`src/rtl/mc_ctrl_fsm_if.sv`:
```
`default_nettype none
// ============================================================================
//  Module   : mc_ctrl_fsm_if
//  Purpose  : Bundle of control-unit signals between the multicycle control
//             FSM (master) and the datapath / memory side (slave).
//  Revision : 1.0 - initial release
// ============================================================================
interface mc_ctrl_fsm_if #(
    parameter int OP_W    = 6,
    parameter int ALUOP_W = 3
);
    // Inputs to the control unit
    logic [OP_W-1:0]    Op;
    logic               zero;
    logic               mem_ready;
    logic               resume;

    // Datapath controls
    logic               PCWre;
    logic               InsMemRW;
    logic               IRWre;
    logic               ExtSel;
    logic               RegWre;
    logic               WrRegDSrc;
    logic               ALUSrcA;
    logic               ALUSrcB;
    logic               DBDataSrc;
    logic [1:0]         RegDst;
    logic [1:0]         PCSrc;
    logic [ALUOP_W-1:0] ALUOp;

    // Memory strobes and status
    logic               mem_rd_n;
    logic               mem_wr_n;
    logic               halted;
    logic               bus_err;
    logic               illegal_op;
    logic [3:0]         state_o;

    modport master (
        input  Op, zero, mem_ready, resume,
        output PCWre, InsMemRW, IRWre, ExtSel, RegWre, WrRegDSrc,
               ALUSrcA, ALUSrcB, DBDataSrc, RegDst, PCSrc, ALUOp,
               mem_rd_n, mem_wr_n, halted, bus_err, illegal_op, state_o
    );

    modport slave (
        output Op, zero, mem_ready, resume,
        input  PCWre, InsMemRW, IRWre, ExtSel, RegWre, WrRegDSrc,
               ALUSrcA, ALUSrcB, DBDataSrc, RegDst, PCSrc, ALUOp,
               mem_rd_n, mem_wr_n, halted, bus_err, illegal_op, state_o
    );
endinterface
`default_nettype wire

```
`src/rtl/mc_ctrl_fsm.sv`:
```
`default_nettype none
// ============================================================================
//  Module   : mc_ctrl_fsm
//  Purpose  : Multicycle CPU control FSM. Sequences IF/ID/EXE/MEM/WB per
//             opcode, with memory ready/timeout handshake, latching HALT with
//             resume, illegal-opcode flagging and clocked branch resolution.
//             Every output is registered from the next state, so it is stable
//             for the whole state it belongs to; actions tied to leaving ID or
//             EXE_BR therefore appear in the first IF cycle that follows.
//  Revision : 1.0 - initial release
// ============================================================================
module mc_ctrl_fsm #(
    parameter int OP_W    = 6,
    parameter int ALUOP_W = 3,
    parameter int MEM_TO  = 15
) (
    input  logic          CLK,
    input  logic          RST,
    mc_ctrl_fsm_if.master bus
);

    typedef enum logic [3:0] {
        S_INIT    = 4'd0,
        S_IF      = 4'd1,
        S_ID      = 4'd2,
        S_EXE_MEM = 4'd3,
        S_MEM     = 4'd4,
        S_WB_LD   = 4'd5,
        S_EXE_BR  = 4'd6,
        S_EXE_ALU = 4'd7,
        S_WB_ALU  = 4'd8,
        S_HALT    = 4'd9
    } state_t;

    // Opcodes (upper six bits of Op)
    localparam logic [5:0] c_OP_ADD  = 6'b000000;
    localparam logic [5:0] c_OP_SUB  = 6'b000001;
    localparam logic [5:0] c_OP_ADDI = 6'b000010;
    localparam logic [5:0] c_OP_OR   = 6'b010000;
    localparam logic [5:0] c_OP_AND  = 6'b010001;
    localparam logic [5:0] c_OP_ORI  = 6'b010010;
    localparam logic [5:0] c_OP_SLL  = 6'b011000;
    localparam logic [5:0] c_OP_SLT  = 6'b100110;
    localparam logic [5:0] c_OP_SLTU = 6'b100111;
    localparam logic [5:0] c_OP_SW   = 6'b110000;
    localparam logic [5:0] c_OP_LW   = 6'b110001;
    localparam logic [5:0] c_OP_BEQ  = 6'b110100;
    localparam logic [5:0] c_OP_BNE  = 6'b110101;
    localparam logic [5:0] c_OP_J    = 6'b111000;
    localparam logic [5:0] c_OP_JR   = 6'b111001;
    localparam logic [5:0] c_OP_JAL  = 6'b111010;
    localparam logic [5:0] c_OP_HALT = 6'b111111;

    // ALU operation codes (3-bit set, zero-extended onto ALUOp)
    localparam logic [2:0] c_ALU_ADD  = 3'b000;
    localparam logic [2:0] c_ALU_SUB  = 3'b001;
    localparam logic [2:0] c_ALU_SLTU = 3'b010;
    localparam logic [2:0] c_ALU_SLT  = 3'b011;
    localparam logic [2:0] c_ALU_SLL  = 3'b100;
    localparam logic [2:0] c_ALU_OR   = 3'b101;
    localparam logic [2:0] c_ALU_AND  = 3'b110;

    // Timeout counter only needs to reach MEM_TO-1
    localparam int                 c_CNT_W    = (MEM_TO > 1) ? $clog2(MEM_TO) : 1;
    localparam logic [c_CNT_W-1:0] c_CNT_LAST = c_CNT_W'(MEM_TO - 1);

    // State and registered outputs
    state_t             r_state;
    logic [5:0]         r_op_q;
    logic [c_CNT_W-1:0] r_cnt;
    logic               r_bus_err;
    logic               r_pcwre, r_insmemrw, r_irwre, r_extsel, r_regwre;
    logic               r_wrregdsrc, r_alusrca, r_alusrcb, r_dbdatasrc;
    logic [1:0]         r_regdst, r_pcsrc;
    logic [ALUOP_W-1:0] r_aluop;
    logic               r_mem_rd_n, r_mem_wr_n, r_halted, r_illegal_op;

    // Decode results
    logic [5:0] w_op;
    logic       w_is_alu, w_is_mem, w_is_br, w_is_j, w_is_jr, w_is_jal;
    logic       w_is_halt, w_is_ill, w_ext, w_srca, w_srcb, w_wb_rt;
    logic [2:0] w_alu_code;

    // Next-state and next-output values
    state_t             w_next;
    logic [c_CNT_W-1:0] w_cnt_next;
    logic               w_bus_err_next, w_taken, w_timeout;
    logic               n_pcwre, n_insmemrw, n_irwre, n_extsel, n_regwre;
    logic               n_wrregdsrc, n_alusrca, n_alusrcb, n_dbdatasrc;
    logic [1:0]         n_regdst, n_pcsrc;
    logic [ALUOP_W-1:0] n_aluop;
    logic               n_mem_rd_n, n_mem_wr_n, n_halted, n_illegal_op;

    // Decode the live opcode while in ID, otherwise the one latched there
    always_comb begin
        w_op       = (r_state == S_ID) ? bus.Op[OP_W-1 -: 6] : r_op_q;
        w_is_alu   = 1'b0;
        w_is_mem   = 1'b0;
        w_is_br    = 1'b0;
        w_is_j     = 1'b0;
        w_is_jr    = 1'b0;
        w_is_jal   = 1'b0;
        w_is_halt  = 1'b0;
        w_ext      = 1'b0;
        w_srca     = 1'b0;
        w_srcb     = 1'b0;
        w_wb_rt    = 1'b0;
        w_alu_code = c_ALU_ADD;
        case (w_op)
            c_OP_ADD:  begin w_is_alu = 1'b1; w_alu_code = c_ALU_ADD;  end
            c_OP_SUB:  begin w_is_alu = 1'b1; w_alu_code = c_ALU_SUB;  end
            c_OP_ADDI: begin
                w_is_alu = 1'b1; w_ext = 1'b1; w_srcb = 1'b1; w_wb_rt = 1'b1;
                w_alu_code = c_ALU_ADD;
            end
            c_OP_OR:   begin w_is_alu = 1'b1; w_alu_code = c_ALU_OR;   end
            c_OP_AND:  begin w_is_alu = 1'b1; w_alu_code = c_ALU_AND;  end
            c_OP_ORI:  begin
                w_is_alu = 1'b1; w_srcb = 1'b1; w_wb_rt = 1'b1;
                w_alu_code = c_ALU_OR;
            end
            c_OP_SLL:  begin w_is_alu = 1'b1; w_srca = 1'b1; w_alu_code = c_ALU_SLL; end
            c_OP_SLT:  begin w_is_alu = 1'b1; w_alu_code = c_ALU_SLT;  end
            c_OP_SLTU: begin w_is_alu = 1'b1; w_alu_code = c_ALU_SLTU; end
            c_OP_SW,
            c_OP_LW:   begin w_is_mem = 1'b1; w_ext = 1'b1; end
            c_OP_BEQ,
            c_OP_BNE:  begin w_is_br = 1'b1; w_ext = 1'b1; end
            c_OP_J:    w_is_j    = 1'b1;
            c_OP_JR:   w_is_jr   = 1'b1;
            c_OP_JAL:  w_is_jal  = 1'b1;
            c_OP_HALT: w_is_halt = 1'b1;
            default:   ;
        endcase
        w_is_ill = ~(w_is_alu | w_is_mem | w_is_br | w_is_j | w_is_jr |
                     w_is_jal | w_is_halt);
    end

    // Next state, timeout counter, sticky error and the outputs of the next state
    always_comb begin
        w_taken        = ((r_op_q == c_OP_BEQ) &  bus.zero) |
                         ((r_op_q == c_OP_BNE) & ~bus.zero);
        w_timeout      = (r_cnt == c_CNT_LAST);
        w_next         = S_INIT;
        w_cnt_next     = r_cnt;
        w_bus_err_next = r_bus_err;

        case (r_state)
            S_INIT:    w_next = S_IF;
            S_IF:      w_next = S_ID;
            S_ID: begin
                if (w_is_alu)       w_next = S_EXE_ALU;
                else if (w_is_mem)  w_next = S_EXE_MEM;
                else if (w_is_br)   w_next = S_EXE_BR;
                else if (w_is_halt) w_next = S_HALT;
                else                w_next = S_IF;
            end
            S_EXE_ALU: w_next = S_WB_ALU;
            S_WB_ALU:  w_next = S_IF;
            S_EXE_MEM: begin
                w_next     = S_MEM;
                w_cnt_next = '0;
            end
            S_MEM: begin
                if (bus.mem_ready) begin
                    w_next = (r_op_q == c_OP_LW) ? S_WB_LD : S_IF;
                end else if (w_timeout) begin
                    w_next         = S_HALT;
                    w_bus_err_next = 1'b1;
                end else begin
                    w_next     = S_MEM;
                    w_cnt_next = r_cnt + c_CNT_W'(1);
                end
            end
            S_WB_LD:   w_next = S_IF;
            S_EXE_BR:  w_next = S_IF;
            S_HALT:    w_next = (bus.resume && !r_bus_err) ? S_IF : S_HALT;
            default:   w_next = S_INIT;
        endcase

        n_pcwre      = 1'b0;
        n_insmemrw   = 1'b0;
        n_irwre      = 1'b0;
        n_extsel     = 1'b0;
        n_regwre     = 1'b0;
        n_wrregdsrc  = 1'b0;
        n_alusrca    = 1'b0;
        n_alusrcb    = 1'b0;
        n_dbdatasrc  = 1'b0;
        n_regdst     = 2'b00;
        n_pcsrc      = 2'b00;
        n_aluop      = '0;
        n_mem_rd_n   = 1'b1;
        n_mem_wr_n   = 1'b1;
        n_halted     = 1'b0;
        n_illegal_op = 1'b0;

        case (w_next)
            S_IF: begin
                n_insmemrw = 1'b1;
                n_irwre    = 1'b1;
                n_pcwre    = 1'b1;
                // Exit actions of ID / EXE_BR land in the first IF cycle
                if (r_state == S_ID) begin
                    if (w_is_j) begin
                        n_pcsrc = 2'b11;
                    end else if (w_is_jr) begin
                        n_pcsrc = 2'b10;
                    end else if (w_is_jal) begin
                        n_pcsrc  = 2'b11;
                        n_regwre = 1'b1;
                    end else if (w_is_ill) begin
                        n_pcwre      = 1'b0;
                        n_illegal_op = 1'b1;
                    end
                end else if (r_state == S_EXE_BR) begin
                    n_pcwre = w_taken;
                    n_pcsrc = w_taken ? 2'b01 : 2'b00;
                end
            end
            S_EXE_ALU: begin
                n_extsel  = w_ext;
                n_alusrca = w_srca;
                n_alusrcb = w_srcb;
                n_aluop   = ALUOP_W'(w_alu_code);
            end
            S_WB_ALU: begin
                n_extsel    = w_ext;
                n_regwre    = 1'b1;
                n_wrregdsrc = 1'b1;
                n_regdst    = w_wb_rt ? 2'b01 : 2'b10;
            end
            S_EXE_MEM: begin
                n_extsel  = w_ext;
                n_alusrcb = 1'b1;
                n_aluop   = ALUOP_W'(c_ALU_ADD);
            end
            S_MEM: begin
                n_extsel   = w_ext;
                n_mem_wr_n = (w_op != c_OP_SW);
                n_mem_rd_n = (w_op != c_OP_LW);
            end
            S_WB_LD: begin
                n_extsel    = w_ext;
                n_regwre    = 1'b1;
                n_wrregdsrc = 1'b1;
                n_dbdatasrc = 1'b1;
                n_regdst    = 2'b01;
            end
            S_EXE_BR: begin
                n_extsel = w_ext;
                n_aluop  = ALUOP_W'(c_ALU_SUB);
            end
            S_HALT:   n_halted = 1'b1;
            default:  ;
        endcase
    end

    // State register and registered outputs; reset aborts any operation
    always_ff @(posedge CLK or negedge RST) begin
        if (!RST) begin
            r_state      <= S_INIT;
            r_op_q       <= '0;
            r_cnt        <= '0;
            r_bus_err    <= 1'b0;
            r_pcwre      <= 1'b0;
            r_insmemrw   <= 1'b0;
            r_irwre      <= 1'b0;
            r_extsel     <= 1'b0;
            r_regwre     <= 1'b0;
            r_wrregdsrc  <= 1'b0;
            r_alusrca    <= 1'b0;
            r_alusrcb    <= 1'b0;
            r_dbdatasrc  <= 1'b0;
            r_regdst     <= 2'b00;
            r_pcsrc      <= 2'b00;
            r_aluop      <= '0;
            r_mem_rd_n   <= 1'b1;
            r_mem_wr_n   <= 1'b1;
            r_halted     <= 1'b0;
            r_illegal_op <= 1'b0;
        end else begin
            r_state      <= w_next;
            if (r_state == S_ID) begin
                r_op_q <= bus.Op[OP_W-1 -: 6];
            end
            r_cnt        <= w_cnt_next;
            r_bus_err    <= w_bus_err_next;
            r_pcwre      <= n_pcwre;
            r_insmemrw   <= n_insmemrw;
            r_irwre      <= n_irwre;
            r_extsel     <= n_extsel;
            r_regwre     <= n_regwre;
            r_wrregdsrc  <= n_wrregdsrc;
            r_alusrca    <= n_alusrca;
            r_alusrcb    <= n_alusrcb;
            r_dbdatasrc  <= n_dbdatasrc;
            r_regdst     <= n_regdst;
            r_pcsrc      <= n_pcsrc;
            r_aluop      <= n_aluop;
            r_mem_rd_n   <= n_mem_rd_n;
            r_mem_wr_n   <= n_mem_wr_n;
            r_halted     <= n_halted;
            r_illegal_op <= n_illegal_op;
        end
    end

    assign bus.PCWre      = r_pcwre;
    assign bus.InsMemRW   = r_insmemrw;
    assign bus.IRWre      = r_irwre;
    assign bus.ExtSel     = r_extsel;
    assign bus.RegWre     = r_regwre;
    assign bus.WrRegDSrc  = r_wrregdsrc;
    assign bus.ALUSrcA    = r_alusrca;
    assign bus.ALUSrcB    = r_alusrcb;
    assign bus.DBDataSrc  = r_dbdatasrc;
    assign bus.RegDst     = r_regdst;
    assign bus.PCSrc      = r_pcsrc;
    assign bus.ALUOp      = r_aluop;
    assign bus.mem_rd_n   = r_mem_rd_n;
    assign bus.mem_wr_n   = r_mem_wr_n;
    assign bus.halted     = r_halted;
    assign bus.bus_err    = r_bus_err;
    assign bus.illegal_op = r_illegal_op;
    assign bus.state_o    = r_state;

endmodule
`default_nettype wire

```
`src/flat_wrapper.sv`:
```
// flat-port wrapper written by rule: the top's interface ports become plain ports
module mc_ctrl_fsm_flat 
#(
    parameter int OP_W    = 6,
    parameter int ALUOP_W = 3,
    parameter int MEM_TO  = 15
)
  (CLK, RST, bus_Op, bus_zero, bus_mem_ready, bus_resume, bus_PCWre, bus_InsMemRW, bus_IRWre, bus_ExtSel, bus_RegWre, bus_WrRegDSrc, bus_ALUSrcA, bus_ALUSrcB, bus_DBDataSrc, bus_RegDst, bus_PCSrc, bus_ALUOp, bus_mem_rd_n, bus_mem_wr_n, bus_halted, bus_bus_err, bus_illegal_op, bus_state_o);
  mc_ctrl_fsm_if #(.OP_W(OP_W), .ALUOP_W(ALUOP_W)) bus_i ();
  input  logic CLK;
  input  logic RST;
  input wire logic [$bits(bus_i.Op)-1:0] bus_Op;
  input wire logic [$bits(bus_i.zero)-1:0] bus_zero;
  input wire logic [$bits(bus_i.mem_ready)-1:0] bus_mem_ready;
  input wire logic [$bits(bus_i.resume)-1:0] bus_resume;
  output wire logic [$bits(bus_i.PCWre)-1:0] bus_PCWre;
  output wire logic [$bits(bus_i.InsMemRW)-1:0] bus_InsMemRW;
  output wire logic [$bits(bus_i.IRWre)-1:0] bus_IRWre;
  output wire logic [$bits(bus_i.ExtSel)-1:0] bus_ExtSel;
  output wire logic [$bits(bus_i.RegWre)-1:0] bus_RegWre;
  output wire logic [$bits(bus_i.WrRegDSrc)-1:0] bus_WrRegDSrc;
  output wire logic [$bits(bus_i.ALUSrcA)-1:0] bus_ALUSrcA;
  output wire logic [$bits(bus_i.ALUSrcB)-1:0] bus_ALUSrcB;
  output wire logic [$bits(bus_i.DBDataSrc)-1:0] bus_DBDataSrc;
  output wire logic [$bits(bus_i.RegDst)-1:0] bus_RegDst;
  output wire logic [$bits(bus_i.PCSrc)-1:0] bus_PCSrc;
  output wire logic [$bits(bus_i.ALUOp)-1:0] bus_ALUOp;
  output wire logic [$bits(bus_i.mem_rd_n)-1:0] bus_mem_rd_n;
  output wire logic [$bits(bus_i.mem_wr_n)-1:0] bus_mem_wr_n;
  output wire logic [$bits(bus_i.halted)-1:0] bus_halted;
  output wire logic [$bits(bus_i.bus_err)-1:0] bus_bus_err;
  output wire logic [$bits(bus_i.illegal_op)-1:0] bus_illegal_op;
  output wire logic [$bits(bus_i.state_o)-1:0] bus_state_o;
  assign bus_i.Op = bus_Op;
  assign bus_i.zero = bus_zero;
  assign bus_i.mem_ready = bus_mem_ready;
  assign bus_i.resume = bus_resume;
  assign bus_PCWre = bus_i.PCWre;
  assign bus_InsMemRW = bus_i.InsMemRW;
  assign bus_IRWre = bus_i.IRWre;
  assign bus_ExtSel = bus_i.ExtSel;
  assign bus_RegWre = bus_i.RegWre;
  assign bus_WrRegDSrc = bus_i.WrRegDSrc;
  assign bus_ALUSrcA = bus_i.ALUSrcA;
  assign bus_ALUSrcB = bus_i.ALUSrcB;
  assign bus_DBDataSrc = bus_i.DBDataSrc;
  assign bus_RegDst = bus_i.RegDst;
  assign bus_PCSrc = bus_i.PCSrc;
  assign bus_ALUOp = bus_i.ALUOp;
  assign bus_mem_rd_n = bus_i.mem_rd_n;
  assign bus_mem_wr_n = bus_i.mem_wr_n;
  assign bus_halted = bus_i.halted;
  assign bus_bus_err = bus_i.bus_err;
  assign bus_illegal_op = bus_i.illegal_op;
  assign bus_state_o = bus_i.state_o;
  mc_ctrl_fsm #(.OP_W(OP_W), .ALUOP_W(ALUOP_W), .MEM_TO(MEM_TO)) u_core (.CLK(CLK), .RST(RST), .bus(bus_i));
endmodule
```
`config.mk`:
```
export PLATFORM = sky130hd
export DESIGN_NAME = mc_ctrl_fsm_flat
export DESIGN_NICKNAME = d
export VERILOG_FILES = /design/src/rtl/mc_ctrl_fsm_if.sv /design/src/rtl/mc_ctrl_fsm.sv /design/src/flat_wrapper.sv
export SDC_FILE = /design/constraint.sdc
export NUM_CORES = 1
export LEC_CHECK = 0
export CORE_ASPECT_RATIO = 2
export CORE_MARGIN = 2
export CORE_UTILIZATION = 45
export CTS_CLUSTER_DIAMETER = 100
export DETAILED_ROUTE_END_ITERATION = 8
export DONT_BUFFER_PORTS = 1
export REMOVE_ABC_BUFFERS = 1
export SYNTH_ARGS = -nofsm -noshare
export SYNTH_HDL_FRONTEND = slang
export SYNTH_SLANG_ARGS = --single-unit
```
`constraint.sdc`:
```
create_clock -name CLK -period 6 [get_ports CLK]
set_clock_uncertainty 0.1 [all_clocks]
set_input_delay 1.8 -clock CLK [delete_from_list [all_inputs] [get_ports CLK]]
set_output_delay 1.8 -clock CLK [all_outputs]
set_load 0.1 [all_outputs]
```
# Word level (Yosys, flattened, before mapping)
# Index checks and enable logic that the tools add are counted.
[word_totals] ff_bits=34 input_bits=11 output_inout_bits=25 wordCells=149
[classes] n_bitwise=11 n_eq_ne=41 reduce_logical=16 muxes=61 n_addsub=1
[op_table] cell="$eq 6x6->1 const B" count=13
[op_table] cell="$mux 1" count=36
[op_table] cell="$mux 4" count=9
[op_table] cell="$eq 4x3->1 const B" count=8
[op_table] cell="$pmux 4 s7" count=1
[op_table] cell="$eq 6x5->1 const B" count=4
[op_table] cell="$eq 4x4->1 const B" count=5
[op_table] cell="$pmux 3 s6" count=1
[op_table] cell="$mux 2" count=7
[op_table] cell="$eq 4x2->1 const B" count=3
[op_table] cell="$ne 6x6->1 const B" count=2
[op_table] cell="$reduce_or 2->1" count=5
[op_table] cell="$reduce_or 9->1" count=1
[op_table] cell="$eq 4x1->1 const B" count=2
[op_table] cell="$pmux 4 s2" count=1
[op_table] cell="$or 1x1->1" count=7
[op_table] cell="$eq 6x1->1 const B" count=1
[op_table] cell="$eq 6x2->1 const B" count=1
[op_table] cell="$logic_not 6->1" count=1
[op_table] cell="$mux 6" count=1
[op_table] cell="$pmux 3 s2" count=1
[op_table] cell="$reduce_and 3->1" count=2
[op_table] cell="$reduce_or 6->1" count=1
[op_table] cell="$reduce_or 5->1" count=1
[op_table] cell="other kinds (12)" count=16

# Depth between registers and ports, before layout
[depth] ltp_word=17 ltp_mapped=9 ltp_nobuf=8

# Worst setup path after synthesis
# OpenSTA, ideal clock, no wires.
[synth_path] path_kind="input to register" startpoint="in bus_Op[1]" endpoint="reg u_core.r_regwre (netlist: u_core.bus.RegWre)" required_time_ns=5.754 path_slack_ns=2.624 path_buffers=1 setup_ns=0.146 t_arrival_ns=3.131 cell_stages=7 cell_sequence="clkbuf_1 > nand2b_1 > o41a_1 > o211a_1 > a21boi_0 > nand2_1 > o311ai_0"
[synth_via] elab_chain_len=11 elab_cells_between_ends=42 cone_classes="eq/ne: 19; mux: 18; reduce/logical: 5"
[synth_lines] element="start, declared" line="flat_wrapper.sv:12" text="input wire logic [$bits(bus_i.Op)-1:0] bus_Op;"
[synth_lines] element="$mux 6 (*)"
[synth_lines] element="$eq 6x6->1" line="mc_ctrl_fsm.sv:109" text="case (w_op)"
[synth_lines] element="$reduce_or 2->1"
[synth_lines] element="$mux 1" line="mc_ctrl_fsm.sv:109"
[synth_lines] element="$mux 4" line="mc_ctrl_fsm.sv:154" text="else if (w_is_br) w_next = S_EXE_BR;"
[synth_lines] element="$mux 4" line="mc_ctrl_fsm.sv:153" text="else if (w_is_mem) w_next = S_EXE_MEM;"
[synth_lines] element="$mux 4 (*)" line="mc_ctrl_fsm.sv:152" text="if (w_is_alu) w_next = S_EXE_ALU;"
[synth_lines] element="$pmux 4 s7 (*)" line="mc_ctrl_fsm.sv:148" text="case (r_state)"
[synth_lines] element="net u_core.w_next[0]" line="mc_ctrl_fsm.sv:85" text="state_t w_next;"
[synth_lines] element="$eq 4x4->1 / $eq 4x3->1 (equally long branches)" line="mc_ctrl_fsm.sv:198" text="case (w_next)"
[synth_lines] element="$reduce_or 2->1 (no source line)"
[synth_lines] element="$pmux 1 s2 (*)" line="mc_ctrl_fsm.sv:198"
[synth_lines] element="net u_core.n_regwre" line="mc_ctrl_fsm.sv:88" text="logic n_pcwre, n_insmemrw, n_irwre, n_extsel, n_regwre;"
[synth_lines] element="end signal, assigned" line="mc_ctrl_fsm.sv:293" text="r_regwre <= n_regwre;"
[synth_lines] element="end, declared" line="mc_ctrl_fsm.sv:72" text="logic r_pcwre, r_insmemrw, r_irwre, r_extsel, r_regwre;"
# The timed path passes the listed nets; every way through them passes the cells marked *.
# A chain may end at the register's enable or synchronous reset.

# Worst setup path in the final report
[layout_path] startpoint="reg u_core.r_state[1] (netlist: u_core.bus.state_o[1])" endpoint="reg u_core.r_aluop[1] (netlist: u_core.bus.ALUOp[1])"
[layout_via] elab_chain_len=11 elab_cells_between_ends=43 cone_classes="eq/ne: 24; mux: 12; reduce/logical: 7"
[layout_lines] element="start, declared" line="mc_ctrl_fsm.sv:68" text="state_t r_state;"
[layout_lines] element="start signal, assigned" line="mc_ctrl_fsm.sv:283" text="r_state <= w_next;"
[layout_lines] element="$eq 4x2->1" line="mc_ctrl_fsm.sv:96, mc_ctrl_fsm.sv:148"
[layout_lines] element="$mux 6"
[layout_lines] element="$eq 6x6->1" line="mc_ctrl_fsm.sv:109"
[layout_lines] element="$reduce_or 2->1 / $mux 1 (equally long branches)"
[layout_lines] element="$mux 1 / $mux 4 (equally long branches)" line="mc_ctrl_fsm.sv:109, mc_ctrl_fsm.sv:155"
[layout_lines] element="$mux 4" line="mc_ctrl_fsm.sv:154"
[layout_lines] element="$mux 4" line="mc_ctrl_fsm.sv:153"
[layout_lines] element="$mux 4" line="mc_ctrl_fsm.sv:152"
[layout_lines] element="$pmux 4 s7" line="mc_ctrl_fsm.sv:148"
[layout_lines] element="$eq 4x3->1" line="mc_ctrl_fsm.sv:198"
[layout_lines] element="$pmux 3 s2 (*)" line="mc_ctrl_fsm.sv:198"
[layout_lines] element="net u_core.n_aluop[1]" line="mc_ctrl_fsm.sv:91" text="logic [ALUOP_W-1:0] n_aluop;"
[layout_lines] element="end signal, assigned" line="mc_ctrl_fsm.sv:300" text="r_aluop <= n_aluop;"
[layout_lines] element="end, declared" line="mc_ctrl_fsm.sv:75" text="logic [ALUOP_W-1:0] r_aluop;"
# Marked as above.

==> out/metrics.csv <==
stage;metric;value;unit
global_route;sum of overflow across all layers after global routing;0;
power;proportion of power drawn by combinational gates;36.0;%
critical_path;start point of the critical path;u_core.bus.state_o[1];
job;Max Cap Viol;0;
sta;final period utilization;57.5;%
critical_path;Critical Path Sink;u_core.bus.ALUOp[1];
global_route;initial antenna violation count;0;
sta;unrepaired setup endpoints after global routing;false;
drt;DR DRC count;0;
clocking;cts-stage hold buffer count;0;
power;proportion of power drawn by flip-flops and latches;48.6;%
critical_path;register-to-register path setup slack;2.55;ns
power;overall power consumption;1.14;mW
yosys;synthesized instance count;187;
power;cell-internal power;0.517;mW
yosys;EDFF count, synth;0;
clocking;number of buffers created by CTS;5;
sta;total count of hold-check failures in the final report;0;
drt;Wirelength per Cell;19.0;µm
yosys;count of distinct cell types in the synthesized netlist;52;
placed_design;routability cong.;0.907;
critical_path;cell depth of the worst flop-to-flop path;6;
clocking;Root Buffer;clkbuf_8;
power;share of total power in the clock network;15.4;%
cells_and_area;number of filler instances in the final layout;394;
critical_path;Worst Path Required;6.09;ns
yosys;largest area contributor in the synthesized netlist;dfrtp_1;
clocking;# H-tree levels;2;
die;die extent in x;49.0;µm
critical_path;type of element capturing the critical path;flop;
die;area of the core region;3880;µm²
clocking;CTS-repair resized insts;0;
critical_path;Crit path buffers/inverters;0;
critical_path;crit-path leading delay family;flip-flops;
power;Sw Pwr;0.621;mW
die;Ports;36;
clocking;insertion delay to the later sink of the worst-skew pair;0.28;ns
clocking;CTS tree;done;
yosys;Post-Syn Area per Cell;9.76;µm²
sta;accumulated negative setup slack;0;ns
clocking;post-CTS setup-driven buffer insertion count;0;
critical_path;crit path DAT;3.54;ns
clocking;maximum count of clock buffers along a single path;2;
power;peak ir drop on the vdd network;0.324;mV
yosys;area of the mapped netlist;1830;µm²
sta;transition at the pin with the smallest max-transition slack;1.15;ns
drt;violation count after the first detailed-routing iteration;41;
yosys;Yosys reg bits;34;
drt;number of routed nets with antenna violations;0;
yosys;yosys warns;0;
critical_path;slowest cell delay on critical path;1.11;ns
yosys;top area cells in the synthesized netlist;dfrtp_1 (44%), nand2_1 (5.6%), dfstp_2 (2.9%);
die;effective utilization at floorplan;47.0;%
global_route;via count of the first global-routing pass;1449;
cells_and_area;synth-to-layout area growth;6.17;%
die;placement row count;32;
critical_path;crit-path cells;nor4b_4 -> mux2i_1 -> a32o_1 -> o211a_1 -> nand2_1 -> nor3_1;
sta;shortest clock period the worst path allows after layout;3.45;ns
critical_path;launching point of the worst reg2reg path;u_core.bus.state_o[1];
status;result of the run;finished, final reports clean;
sta;Max Transition Viols Final;0;
critical_path;logic depth of the worst path, buffers included;6;
yosys;dominant synthesized flop cell;dfrtp_1;
drt;total via count in the routed design;1424;
yosys;async set-or-reset flop fraction in the synthesized netlist;100;%
critical_path;worst-path fanout max;12;
sta;relative slew slack;23.3;%
power;share of total power consumed by net switching;54.6;%
global_route;global-route wire length before repair;7390;µm
cells_and_area;diodes inserted;0;
placed_design;detailed placer's ending HPWL;3500;µm
global_route;largest net degree at the start of global routing;35;
yosys;share of the yosys chip area belonging to registers;46.7;%
clocking;clock input transition at the sequential cells of the worst setup and hold paths;0.07;ns
cells_and_area;nets@finish;200;
critical_path;startpoint class of the critical path;flop;
die;floorplan die height;94.1;µm
power;static power due to leakage;0.853;nW
critical_path;capturing point of the worst reg2reg path;u_core.bus.ALUOp[1];
cells_and_area;share of layout cells above drive strength 1;10.6;%
sta;maximum clock frequency;290;MHz
drt;number of iterations in the first detailed-routing pass;4;
yosys;share of Yosys cell area claimed by the top area cell type;43.9;%
die;die footprint;4610;µm²
critical_path;master of the slowest instance on the critical path;dfrtp_1;
power;power density normalized to cell area;587;nW/µm²
drt;overall routed net length;4550;µm
sta;final setup fails;0;
worst_hold_path;Hold Crit Class;reg -> reg;
clocking;clk sinks;34;
drt;via/cell ratio;5.96;
placed_design;count of input and output buffers;0;
critical_path;critical path class;reg -> reg;
global_route;overall track demand over capacity in global routing;21.6;%
power groups by stage:
stage / combinational, mW / clock, mW / sequential (mW)
6_report: 0.410 / 0.175 / 0.553
5_1_grt: 0.441 / 0.189 / 0.562
4_1_cts: 0.404 / 0.179 / 0.554
3_5_place_dp: 0.403 / 0 / 0.557
3_3_place_gp: 0.398 / 0 / 0.557
2_1_floorplan: 0.250 / 0 / 0.605
cell type report:
| cell class | count | area (µm²) | share of cell area [%] |
|---|---|---|---|
| sequential | 34 | 855 | 44.1 |
| clock buffer | 6 | 82.6 | 4.26 |
| multi-input combinational | 132 | 861 | 44.4 |
| inverter | 11 | 41.3 | 2.13 |
| tap | 51 | 63.8 | 3.29 |
| timing repair buffer | 3 | 22.5 | 1.16 |
| clock inverter | 2 | 12.5 | 0.646 |
sequential cells by signal, indices dropped and copies added (netlist names), 2 cells and up:
name / count
u_core.r_op_q: 6
u_core.bus.PCSrc: 2
u_core.bus.state_o: 4
u_core.r_cnt: 4
u_core.bus.ALUOp: 3
u_core.bus.RegDst: 2
kinds of logic (layout without fill, tap and decap cells):
logic type | Yosys count | after routing | synth area share, %
multiplexers | 6 | 6 | 3.36
AO/OA/AOI/OAI | 35 | 35 | 14.9
flip-flops | 34 | 34 | 46.7
buffers and inverters | 21 | 22 | 6.10
AND/OR/NAND/NOR | 86 | 86 | 26.0
XOR/XNOR | 3 | 3 | 1.44
adder cells (fa/ha/maj) | 2 | 2 | 1.37
layer usage:
metal	share of wire (%)	GRT usage, %	wire, µm	up-vias
met3	6.4	5.89	289	13
met4	3.3	12.1	150	0
met5	0	0	0	-
li1	-	-	-	667
met1	36	21.3	1620	681
met2	55	39.7	2490	63
synth_stat cells (all sizes together), types with 2 or more instances:
| cell | instances |
|---|---|
| a211oi | 2 |
| a21boi | 3 |
| a21oi | 3 |
| a31oi | 2 |
| a32oi | 2 |
| and2 | 2 |
| buf | 6 |
| clkbuf | 4 |
| dfrtp | 32 |
| dfstp | 2 |
| ha | 2 |
| inv | 11 |
| mux2i | 5 |
| nand2 | 29 |
| nand2b | 2 |
| nand3 | 8 |
| nand3b | 5 |
| nand4 | 3 |
| nor2 | 11 |
| nor2b | 6 |
| nor3 | 8 |
| nor3b | 2 |
| nor4b | 3 |
| o211a | 3 |
| o21ai | 4 |
| o22ai | 3 |
| o31ai | 2 |
| or3 | 2 |
| or4b | 2 |
| xnor2 | 2 |
worst reg2reg max path, delay by kind of cell (launching register included):
| family | cells | cell delay, ns |
|---|---|---|
| flip-flops | 1 | 1.11 |
| AND/OR/NAND/NOR | 3 | 1.07 |
| multiplexers | 1 | 0.54 |
| AO/OA/AOI/OAI | 2 | 0.54 |
through the flow:
stage          setup WS (ns)  instance area (µm²)  hold WS [ns]  util [%]  std cells
2_1_floorplan           2.62                 1760         0.423         -        177
3_3_place_gp            2.55                 1840         0.466      47.5        231
3_5_place_dp            2.56                 1840         0.482      47.5        231
4_1_cts                 2.63                 1940         0.491      49.9        239
5_1_grt                 2.38                 1940         0.514      49.9        239
6_report                2.55                 1940         0.495      49.9        239
layout by cell type (no fill, tap or decap), drive strengths merged, types with 2 or more instances in the layout:
| cell | netlist | routed |
|---|---|---|
| a211oi | 2 | 2 |
| a21boi | 3 | 3 |
| a21oi | 3 | 3 |
| a31oi | 2 | 2 |
| a32oi | 2 | 2 |
| and2 | 2 | 2 |
| buf | 6 | 3 |
| clkbuf | 4 | 6 |
| dfrtp | 32 | 32 |
| dfstp | 2 | 2 |
| ha | 2 | 2 |
| inv | 11 | 11 |
| mux2i | 5 | 5 |
| nand2 | 29 | 29 |
| nand2b | 2 | 2 |
| nand3 | 8 | 8 |
| nand3b | 5 | 5 |
| nand4 | 3 | 3 |
| nor2 | 11 | 11 |
| nor2b | 6 | 6 |
| nor3 | 8 | 8 |
| nor3b | 2 | 2 |
| nor4b | 3 | 3 |
| o211a | 3 | 3 |
| o21ai | 4 | 4 |
| o22ai | 3 | 3 |
| o31ai | 2 | 2 |
| or3 | 2 | 2 |
| or4b | 2 | 2 |
| xnor2 | 2 | 2 |
how the worst min path moves through the flow:
stage                                 from          endpoint  slack [ns]  cells after the start
after CTS                  u_core.r_cnt[0]   u_core.r_cnt[0]        0.49                      2
after global routing       u_core.r_cnt[0]   u_core.r_cnt[0]        0.51                      2
after global placement     u_core.r_cnt[3]   u_core.r_cnt[3]        0.47                      3
final                      u_core.r_cnt[0]   u_core.r_cnt[0]        0.49                      2
after floorplan           u_core.r_op_q[2]  u_core.r_op_q[2]        0.42                      2
after detailed placement   u_core.r_cnt[0]   u_core.r_cnt[0]        0.48                      2
Note: power is estimated with default switching activity, not from simulation.
